**src/rtl/ps2_pkg.sv**
```systemverilog
// Shared types and helpers for the PS/2 receive path.
package ps2_pkg;

   localparam int unsigned BYTE_W = 8;
   localparam int unsigned TOUT_W = 16;

   typedef enum logic [1:0] {
      ST_IDLE,
      ST_DATA,
      ST_PARITY,
      ST_STOP
   } ps2_rx_state_t;

   // Returns 1 when the 9-bit word (8 data bits plus parity bit) holds an odd number of ones.
   function automatic logic odd_parity9(input logic [8:0] bits);
      return ^bits;
   endfunction

endpackage

```
**src/rtl/ps2_sync_fifo.sv**
```systemverilog
// First-word-fall-through synchronous FIFO; head is visible on rdata while count is non-zero.
module ps2_sync_fifo #(
   parameter int unsigned WIDTH = 8,
   parameter int unsigned DEPTH = 8
) (
   input  logic                     clock,
   input  logic                     reset_n,
   input  logic                     push,
   input  logic                     pop,
   input  logic [WIDTH-1:0]         wdata,
   output logic [WIDTH-1:0]         rdata,
   output logic [$clog2(DEPTH):0]   count,
   output logic                     full,
   output logic                     empty
);

   localparam int unsigned AW = $clog2(DEPTH);
   localparam int unsigned CW = AW + 1;

   logic [WIDTH-1:0] mem_q [DEPTH];
   logic [WIDTH-1:0] mem_d [DEPTH];
   logic [AW-1:0]    wr_ptr_q, wr_ptr_d;
   logic [AW-1:0]    rd_ptr_q, rd_ptr_d;
   logic [CW-1:0]    count_q, count_d;
   logic             do_push_c, do_pop_c;

   // A push into a full FIFO is only taken when the head leaves in the same cycle.
   always_comb begin
      do_pop_c  = pop & (count_q != '0);
      do_push_c = push & ((count_q != CW'(DEPTH)) | do_pop_c);
      mem_d     = mem_q;
      wr_ptr_d  = wr_ptr_q;
      rd_ptr_d  = rd_ptr_q;
      if (do_push_c) begin
         mem_d[wr_ptr_q] = wdata;
         wr_ptr_d        = wr_ptr_q + AW'(1);
      end
      if (do_pop_c) begin
         rd_ptr_d = rd_ptr_q + AW'(1);
      end
      count_d = count_q + CW'(do_push_c) - CW'(do_pop_c);
   end

   always_ff @(posedge clock or negedge reset_n) begin
      if (!reset_n) begin
         mem_q    <= '{default: '0};
         wr_ptr_q <= '0;
         rd_ptr_q <= '0;
         count_q  <= '0;
      end else begin
         mem_q    <= mem_d;
         wr_ptr_q <= wr_ptr_d;
         rd_ptr_q <= rd_ptr_d;
         count_q  <= count_d;
      end
   end

   assign rdata = mem_q[rd_ptr_q];
   assign count = count_q;
   assign full  = (count_q == CW'(DEPTH));
   assign empty = (count_q == '0);

endmodule

```
**src/rtl/ps2_rx_fifo.sv**
```systemverilog
// PS/2 device-to-host frame receiver with glitch filter, frame timeout and a receive FIFO.
module ps2_rx_fifo
   import ps2_pkg::*;
#(
   parameter logic [15:0] OVER_TIME  = 16'd1000,
   parameter int unsigned FIFO_DEPTH = 8,
   parameter int unsigned FILTER_LEN = 4,
   parameter int unsigned PARITY_EN  = 1
) (
   input  logic                            clock,
   input  logic                            reset_n,
   input  logic                            peripheral_clock,
   input  logic                            device_clock,
   input  logic                            device_data,
   output logic                            inhibit_clock,
   output logic [7:0]                      rx_data,
   output logic                            rx_valid,
   input  logic                            rx_ready,
   output logic                            frame_error,
   output logic                            parity_error,
   output logic                            timeout_error,
   output logic                            overflow,
   output logic [$clog2(FIFO_DEPTH):0]     fifo_count
);

   localparam int unsigned CNT_W = $clog2(FIFO_DEPTH) + 1;
   localparam int unsigned FLT_W = $clog2(FILTER_LEN + 1);

   logic dclk_s1_q, dclk_s1_d, dclk_s2_q, dclk_s2_d;
   logic ddat_s1_q, ddat_s1_d, ddat_s2_q, ddat_s2_d;
   logic pclk_s1_q, pclk_s1_d, pclk_s2_q, pclk_s2_d, pclk_prev_q, pclk_prev_d;
   logic             filt_q, filt_d;
   logic [FLT_W-1:0] flt_cnt_q, flt_cnt_d;

   ps2_rx_state_t     state_q, state_d;
   logic [2:0]        bit_cnt_q, bit_cnt_d;
   logic [BYTE_W-1:0] shift_q, shift_d;
   logic              par_q, par_d;
   logic [TOUT_W-1:0] tout_q, tout_d;
   logic frame_error_q, frame_error_d, parity_error_q, parity_error_d;
   logic timeout_error_q, timeout_error_d, overflow_q, overflow_d;
   logic inhibit_q, inhibit_d;

   logic fall_c, ptick_c, push_c, pop_c, full_c, empty_c;

   // Synchronizers and the clock-line stability filter.
   always_comb begin
      dclk_s1_d   = device_clock;
      dclk_s2_d   = dclk_s1_q;
      ddat_s1_d   = device_data;
      ddat_s2_d   = ddat_s1_q;
      pclk_s1_d   = peripheral_clock;
      pclk_s2_d   = pclk_s1_q;
      pclk_prev_d = pclk_s2_q;
      filt_d      = filt_q;
      flt_cnt_d   = '0;
      if (dclk_s2_q != filt_q) begin
         if (flt_cnt_q == FLT_W'(FILTER_LEN - 1)) begin
            filt_d = dclk_s2_q;
         end else begin
            flt_cnt_d = flt_cnt_q + FLT_W'(1);
         end
      end
   end

   assign fall_c  = filt_q & ~filt_d;
   assign ptick_c = pclk_s2_q & ~pclk_prev_q;
   assign pop_c   = ~empty_c & rx_ready;

   // Frame FSM; a timeout takes priority over any edge seen in the same cycle.
   always_comb begin
      state_d         = state_q;
      bit_cnt_d       = bit_cnt_q;
      shift_d         = shift_q;
      par_d           = par_q;
      tout_d          = tout_q;
      push_c          = 1'b0;
      frame_error_d   = 1'b0;
      parity_error_d  = 1'b0;
      timeout_error_d = 1'b0;

      if ((state_q == ST_IDLE) || fall_c) begin
         tout_d = '0;
      end else if (ptick_c && (tout_q < OVER_TIME)) begin
         tout_d = tout_q + TOUT_W'(1);
      end

      if ((state_q != ST_IDLE) && (tout_q == OVER_TIME)) begin
         timeout_error_d = 1'b1;
         state_d         = ST_IDLE;
      end else if (fall_c) begin
         case (state_q)
            ST_IDLE: begin
               if (!ddat_s2_q) begin
                  state_d   = ST_DATA;
                  bit_cnt_d = '0;
               end
            end
            ST_DATA: begin
               shift_d   = {ddat_s2_q, shift_q[BYTE_W-1:1]};
               bit_cnt_d = bit_cnt_q + 3'd1;
               if (bit_cnt_q == 3'd7) begin
                  state_d = ST_PARITY;
               end
            end
            ST_PARITY: begin
               par_d   = ddat_s2_q;
               state_d = ST_STOP;
            end
            ST_STOP: begin
               state_d = ST_IDLE;
               if (!ddat_s2_q) begin
                  frame_error_d = 1'b1;
               end else if ((PARITY_EN != 0) && !odd_parity9({shift_q, par_q})) begin
                  parity_error_d = 1'b1;
               end else begin
                  push_c = 1'b1;
               end
            end
            default: state_d = ST_IDLE;
         endcase
      end

      overflow_d = push_c & full_c & ~pop_c;

      if (fifo_count < CNT_W'(FIFO_DEPTH - 1)) begin
         inhibit_d = 1'b0;
      end else if (state_q == ST_IDLE) begin
         inhibit_d = 1'b1;
      end else begin
         inhibit_d = inhibit_q;
      end
   end

   always_ff @(posedge clock or negedge reset_n) begin
      if (!reset_n) begin
         dclk_s1_q       <= 1'b1;
         dclk_s2_q       <= 1'b1;
         ddat_s1_q       <= 1'b1;
         ddat_s2_q       <= 1'b1;
         pclk_s1_q       <= 1'b1;
         pclk_s2_q       <= 1'b1;
         pclk_prev_q     <= 1'b1;
         filt_q          <= 1'b1;
         flt_cnt_q       <= '0;
         state_q         <= ST_IDLE;
         bit_cnt_q       <= '0;
         shift_q         <= '0;
         par_q           <= 1'b0;
         tout_q          <= '0;
         frame_error_q   <= 1'b0;
         parity_error_q  <= 1'b0;
         timeout_error_q <= 1'b0;
         overflow_q      <= 1'b0;
         inhibit_q       <= 1'b0;
      end else begin
         dclk_s1_q       <= dclk_s1_d;
         dclk_s2_q       <= dclk_s2_d;
         ddat_s1_q       <= ddat_s1_d;
         ddat_s2_q       <= ddat_s2_d;
         pclk_s1_q       <= pclk_s1_d;
         pclk_s2_q       <= pclk_s2_d;
         pclk_prev_q     <= pclk_prev_d;
         filt_q          <= filt_d;
         flt_cnt_q       <= flt_cnt_d;
         state_q         <= state_d;
         bit_cnt_q       <= bit_cnt_d;
         shift_q         <= shift_d;
         par_q           <= par_d;
         tout_q          <= tout_d;
         frame_error_q   <= frame_error_d;
         parity_error_q  <= parity_error_d;
         timeout_error_q <= timeout_error_d;
         overflow_q      <= overflow_d;
         inhibit_q       <= inhibit_d;
      end
   end

   ps2_sync_fifo #(
      .WIDTH (BYTE_W),
      .DEPTH (FIFO_DEPTH)
   ) u_fifo (
      .clock   (clock),
      .reset_n (reset_n),
      .push    (push_c),
      .pop     (pop_c),
      .wdata   (shift_q),
      .rdata   (rx_data),
      .count   (fifo_count),
      .full    (full_c),
      .empty   (empty_c)
   );

   assign rx_valid      = ~empty_c;
   assign inhibit_clock = inhibit_q;
   assign frame_error   = frame_error_q;
   assign parity_error  = parity_error_q;
   assign timeout_error = timeout_error_q;
   assign overflow      = overflow_q;

endmodule

```
**config.mk**
```make
export PLATFORM = sky130hd
export DESIGN_NAME = ps2_rx_fifo
export DESIGN_NICKNAME = d
export VERILOG_FILES = /design/src/rtl/ps2_pkg.sv /design/src/rtl/ps2_sync_fifo.sv /design/src/rtl/ps2_rx_fifo.sv
export SDC_FILE = /design/constraint.sdc
export NUM_CORES = 1
export LEC_CHECK = 0
export ABC_AREA = 1
export BUFFER_PORTS_ARGS = -buffer_cell sky130_fd_sc_hd__buf_2
export CORE_ASPECT_RATIO = 1.25
export CORE_MARGIN = 2
export CORE_UTILIZATION = 35
export CTS_CLUSTER_SIZE = 16
export DETAILED_ROUTE_END_ITERATION = 12
export PLACE_DENSITY = 0.52
export SYNTH_ARGS = -nofsm -noshare
export SYNTH_HDL_FRONTEND = slang
export SYNTH_SLANG_ARGS = --single-unit
```
**constraint.sdc**
```tcl
create_clock -name clock -period 3 [get_ports clock]
set_input_delay 0.15 -clock clock [delete_from_list [all_inputs] [get_ports clock]]
set_output_delay 0.15 -clock clock [all_outputs]
set_load 0.05 [all_outputs]
```
==> impl_metrics.xml <==
<?xml version="1.0" encoding="UTF-8"?>
<metrics>
  <group name="run_status">
    <metric name="run_status" unit="">finished clean</metric>
  </group>
  <group name="layout">
    <metric name="finalNonFillerCells" unit="">981</metric>
    <metric name="final_util" unit="%">40.00</metric>
    <metric name="most_frequent_cells_in_the_layout" unit="">sky130_fd_sc_hd__nand2_1 (197), sky130_fd_sc_hd__dfrtp_1 (112), sky130_fd_sc_hd__nor2_1 (87)</metric>
    <metric name="area.growth.synth_to_final" unit="%">12.43</metric>
    <metric name="diodes_inserted" unit="">0</metric>
    <metric name="filler_cell_count" unit="">1795</metric>
    <metric name="most_frequent_standard_cell_in_the_layout_excluding_fill_and_tap_cells" unit="">sky130_fd_sc_hd__nand2_1</metric>
    <metric name="layout-drive-gt1-share" unit="%">12.95</metric>
    <metric name="finish.net_count" unit="">770</metric>
  </group>
  <group name="timing">
    <metric name="final_max_slew_viol_count" unit="">0</metric>
    <metric name="timing.fmax" unit="MHz">413.8</metric>
    <metric name="timing.final.crit_share" unit="%">80.56</metric>
    <metric name="hold_ws" unit="ns">0.09149</metric>
    <metric name="worstMarginPinSlew" unit="ns">0.6135</metric>
    <metric name="finalHoldViolations" unit="">0</metric>
    <metric name="setup_viol_count_final" unit="">0</metric>
    <metric name="rsz_0062_raised_after_global_routing" unit="">false</metric>
    <metric name="timing.final.crit_period" unit="ns">2.417</metric>
    <metric name="slew_headroom" unit="%">59.05</metric>
    <metric name="setup_total_negative_slack" unit="ns">0</metric>
    <metric name="setup_skew_after_layout" unit="ns">0.01474</metric>
  </group>
  <group name="pwr">
    <metric name="p_int" unit="mW">3.300</metric>
    <metric name="power_leakage" unit="nW">3.381</metric>
    <metric name="share_of_power_burned_in_combinational_logic" unit="%">35.0</metric>
    <metric name="share_clk_of_total_power" unit="%">32.3</metric>
    <metric name="power_per_cell_area" unit="nW/um2">787.7</metric>
    <metric name="switchingPower" unit="mW">2.192</metric>
    <metric name="power.share.switching" unit="%">39.91</metric>
    <metric name="power.ir.vdd_worst" unit="V">0.0003796</metric>
    <metric name="pwr-share-seq" unit="%">32.7</metric>
  </group>
  <group name="die">
    <metric name="ioPinCount" unit="">24</metric>
    <metric name="die-area" unit="um2">18810</metric>
    <metric name="number_of_rows_in_the_core_area" unit="">54</metric>
    <metric name="chipWidth" unit="um">123.1</metric>
    <metric name="dieHeight" unit="um">152.8</metric>
    <metric name="floorplan.initialDensity" unit="%">35.58</metric>
    <metric name="core-area" unit="um2">17430</metric>
  </group>
  <group name="synth">
    <metric name="postSynth.asyncResetShare" unit="%">100.0</metric>
    <metric name="synth.cell_area" unit="um2">6202</metric>
    <metric name="synthesized_flop_and_latch_total" unit="">120</metric>
    <metric name="mean_instance_size_in_the_synthesized_netlist" unit="um2">8.567</metric>
    <metric name="synth.yosys.seq_area_share" unit="%">48.58</metric>
    <metric name="synth-warning-count" unit="">0</metric>
    <metric name="mapped_cells" unit="">724</metric>
    <metric name="synth_flop_cell" unit="">sky130_fd_sc_hd__dfrtp_1</metric>
    <metric name="synth_edf_count" unit="">0</metric>
    <metric name="syn_nets" unit="">750</metric>
    <metric name="synth_cell_type_count" unit="">35</metric>
  </group>
  <group name="setup_path">
    <metric name="timing.critical_path.to_type" unit="">primary output</metric>
    <metric name="critical-path-slowest-cell" unit="">sky130_fd_sc_hd__inv_1</metric>
    <metric name="critical_path.reg2reg.endpoint" unit="">u_fifo.count[2]</metric>
    <metric name="critical-path-top-delay-family" unit="">buffers and inverters</metric>
    <metric name="worst_r2r_startpoint" unit="">state_q[0]</metric>
    <metric name="timing.critical_path.required" unit="ns">2.85</metric>
    <metric name="crit_buf_inv" unit="">2</metric>
    <metric name="worst-r2r-cell-count" unit="">11</metric>
    <metric name="critical_path_class" unit="">reg -&gt; out</metric>
    <metric name="max_stage_delay" unit="ns">0.46</metric>
    <metric name="crit_chain" unit="">inv_1 &gt; o21ai_0 &gt; o22ai_1 &gt; nor2_1 &gt; a31oi_1 &gt; buf_2</metric>
    <metric name="timing.reg2reg.setup_slack" unit="ns">0.61</metric>
    <metric name="worst-path-max-fanout" unit="">17</metric>
    <metric name="crit_path_start_kind" unit="">flip-flop</metric>
    <metric name="worst_ep_arrival_time" unit="ns">2.27</metric>
  </group>
  <group name="worst_hold_path">
    <metric name="whs_endpoint" unit="">u_fifo.rd_ptr_q[0]</metric>
    <metric name="worst_hold_startpoint" unit="">rx_ready</metric>
    <metric name="holdPathStages" unit="">3</metric>
    <metric name="hold_path_class" unit="">in -&gt; reg</metric>
  </group>
  <group name="clock_tree">
    <metric name="cts-htree-levels" unit="">4</metric>
    <metric name="cts_tree" unit="">yes</metric>
    <metric name="cts_sinks" unit="">120</metric>
    <metric name="cts.path.max_buffers" unit="">2</metric>
    <metric name="cts_made_buffers" unit="">17</metric>
    <metric name="path_clk_slew" unit="ns">0.06</metric>
    <metric name="later_pin_clock_latency_in_the_skew_report" unit="ns">0.43</metric>
    <metric name="cts_resized" unit="">0</metric>
    <metric name="post_cts_repair_setup_buffers" unit="">0</metric>
    <metric name="cts_root_buf" unit="">sky130_fd_sc_hd__clkbuf_16</metric>
    <metric name="hold_buffers" unit="">4</metric>
  </group>
  <group name="drt">
    <metric name="post-route-drc-count" unit="">0</metric>
    <metric name="detail_route.first_pass.iterations" unit="">5</metric>
    <metric name="vias_per_cell" unit="">5.094</metric>
    <metric name="routed-via-count" unit="">4997</metric>
    <metric name="detailedRoute.firstIterationViolations" unit="">332</metric>
    <metric name="route.detailed.wl_per_inst" unit="um">15.54</metric>
    <metric name="wirelength" unit="mm">15.24</metric>
    <metric name="final_antenna_net_count" unit="">0</metric>
  </group>
  <group name="flow_run">
    <metric name="cap_viol_max_count" unit="">0</metric>
  </group>
  <group name="placed_design">
    <metric name="numPlacedInstances" unit="">945</metric>
    <metric name="gp_congestion" unit="">0.8199</metric>
    <metric name="detailedPlacementHpwl" unit="mm">10.28</metric>
    <metric name="io_buffer_count" unit="">23</metric>
  </group>
  <group name="global_route">
    <metric name="global_route_wire_length_before_repair" unit="mm">25.67</metric>
    <metric name="first_global_vias" unit="">4959</metric>
    <metric name="grt_max_degree" unit="">89</metric>
    <metric name="globalRoute.totalOverflow" unit="">0</metric>
    <metric name="grt_antenna_before_repair" unit="">0</metric>
    <metric name="grtUsageTotal" unit="%">17.56</metric>
  </group>
</metrics>
==> area by class of cell <==
class / instances / area (um2) / area share, %
Clock inverter: 9 / 55.05 / 0.7895
Tap cell: 224 / 280.3 / 4.019
Timing Repair Buffer: 37 / 270.3 / 3.876
Sequential cell: 120 / 3013 / 43.21
Inverter: 53 / 198.9 / 2.853
Multi-Input combinational cell: 515 / 2698 / 38.69
Clock buffer: 23 / 457.9 / 6.567
==> worst max path at each step <==
stage / startpoint / endpoint / slack [ns] / cells past startpoint
5_1_grt: u_fifo.rd_ptr_q[1] / rx_data[7] / 0.37 / 6
3_5_place_dp: state_q[0] / u_fifo.count[2] / 0.60 / 11
2_1_floorplan: u_fifo.count[2] / u_fifo.count[1] / 0.12 / 10
4_1_cts: u_fifo.rd_ptr_q[1] / rx_data[7] / 0.55 / 6
3_3_place_gp: state_q[0] / u_fifo.count[2] / 0.71 / 11
6_report: u_fifo.rd_ptr_q[1] / rx_data[7] / 0.58 / 6
==> kinds of logic (layout without fill, tap and decap cells) <==
kind of cell | Yosys count | in the layout | synth area share, %
adder cells (fa/ha/maj) | 20 | 20 | 4.156
flip-flops | 120 | 120 | 48.58
AO/OA/AOI/OAI | 81 | 81 | 6.940
XOR/XNOR | 8 | 8 | 1.130
buffers and inverters | 89 | 122 | 8.130
AND/OR/NAND/NOR | 406 | 406 | 31.07
==> routing by layer <==
| metal | wire, um | GRT usage, % |
|---|---|---|
| met1 | 6619 | 21.99 |
| met3 | 694 | 4.590 |
| met2 | 7648 | 29.23 |
| met4 | 280 | 5.790 |
| met5 | 0 | 0 |
==> cells in the mapped netlist (2+ instances only) <==
cell type | instances | area (um2)
sky130_fd_sc_hd__clkbuf_1 | 10 | 37.54
sky130_fd_sc_hd__buf_2 | 10 | 50.05
sky130_fd_sc_hd__o21ai_0 | 52 | 260.3
sky130_fd_sc_hd__buf_6 | 4 | 45.04
sky130_fd_sc_hd__nand2_1 | 197 | 739.5
sky130_fd_sc_hd__o22ai_1 | 8 | 50.05
sky130_fd_sc_hd__ha_1 | 19 | 237.7
sky130_fd_sc_hd__a31oi_1 | 8 | 50.05
sky130_fd_sc_hd__nand2_2 | 5 | 31.28
sky130_fd_sc_hd__nor3_1 | 6 | 30.03
sky130_fd_sc_hd__nand3_4 | 8 | 140.1
sky130_fd_sc_hd__o211ai_1 | 2 | 15.01
sky130_fd_sc_hd__inv_1 | 50 | 187.7
sky130_fd_sc_hd__buf_12 | 6 | 120.1
sky130_fd_sc_hd__nand4_2 | 2 | 25.02
sky130_fd_sc_hd__o21ai_1 | 7 | 35.03
sky130_fd_sc_hd__buf_4 | 5 | 37.54
sky130_fd_sc_hd__xnor2_1 | 3 | 26.28
sky130_fd_sc_hd__xor2_1 | 5 | 43.79
sky130_fd_sc_hd__nand4_1 | 68 | 425.4
sky130_fd_sc_hd__a21oi_1 | 4 | 20.02
sky130_fd_sc_hd__nand3_2 | 3 | 30.03
sky130_fd_sc_hd__nand3_1 | 17 | 85.08
sky130_fd_sc_hd__dfstp_2 | 8 | 210.2
sky130_fd_sc_hd__nor3b_1 | 2 | 15.01
sky130_fd_sc_hd__nor2_1 | 87 | 326.6
sky130_fd_sc_hd__nor2_2 | 8 | 50.05
sky130_fd_sc_hd__dfrtp_1 | 112 | 2803
sky130_fd_sc_hd__clkinv_1 | 2 | 7.510
==> flip-flops by register name, summed over array words and instances (netlist names), 3 cells and up <==
register         cells
u_fifo.mem_q        64
shift_q              8
u_fifo.wr_ptr_q      3
bit_cnt_q            3
u_fifo.rd_ptr_q      3
flt_cnt_q            3
tout_q              16
u_fifo.count         4
==> power groups by stage <==
stage	Clock, mW	Combinational [mW]	Sequential, mW
after global routing	1.89	2.13	1.81
after CTS	1.81	1.94	1.80
after floorplan	0	1.27	1.94
after detailed placement	0	1.94	1.83
final	1.77	1.92	1.80
after global placement	0	1.91	1.82
==> worst reg2reg max path, cell delays in order, from the launching register on <==
cell and delay (ns):
sky130_fd_sc_hd__dfrtp_1 0.38, sky130_fd_sc_hd__inv_1 0.10, sky130_fd_sc_hd__ha_1 0.27, sky130_fd_sc_hd__nor3b_1 0.25
sky130_fd_sc_hd__nand3_2 0.18, sky130_fd_sc_hd__nand4_2 0.15, sky130_fd_sc_hd__nor2_4 0.07, sky130_fd_sc_hd__nand2_4 0.07
sky130_fd_sc_hd__inv_1 0.05, sky130_fd_sc_hd__ha_1 0.20, sky130_fd_sc_hd__fa_1 0.38, sky130_fd_sc_hd__xor2_1 0.17
==> per-stage QoR <==
step                      worst slack (ns)  cell area [um2]  total power [mW]
final                               0.5832             6973             5.492
after global routing                0.3733             6973             5.831
after CTS                           0.5547             6973             5.551
after detailed placement            0.5961             6420             3.764
after global placement              0.7094             6420             3.734
after floorplan                     0.1225             6202             3.210
(Power assumes the default switching activity.)
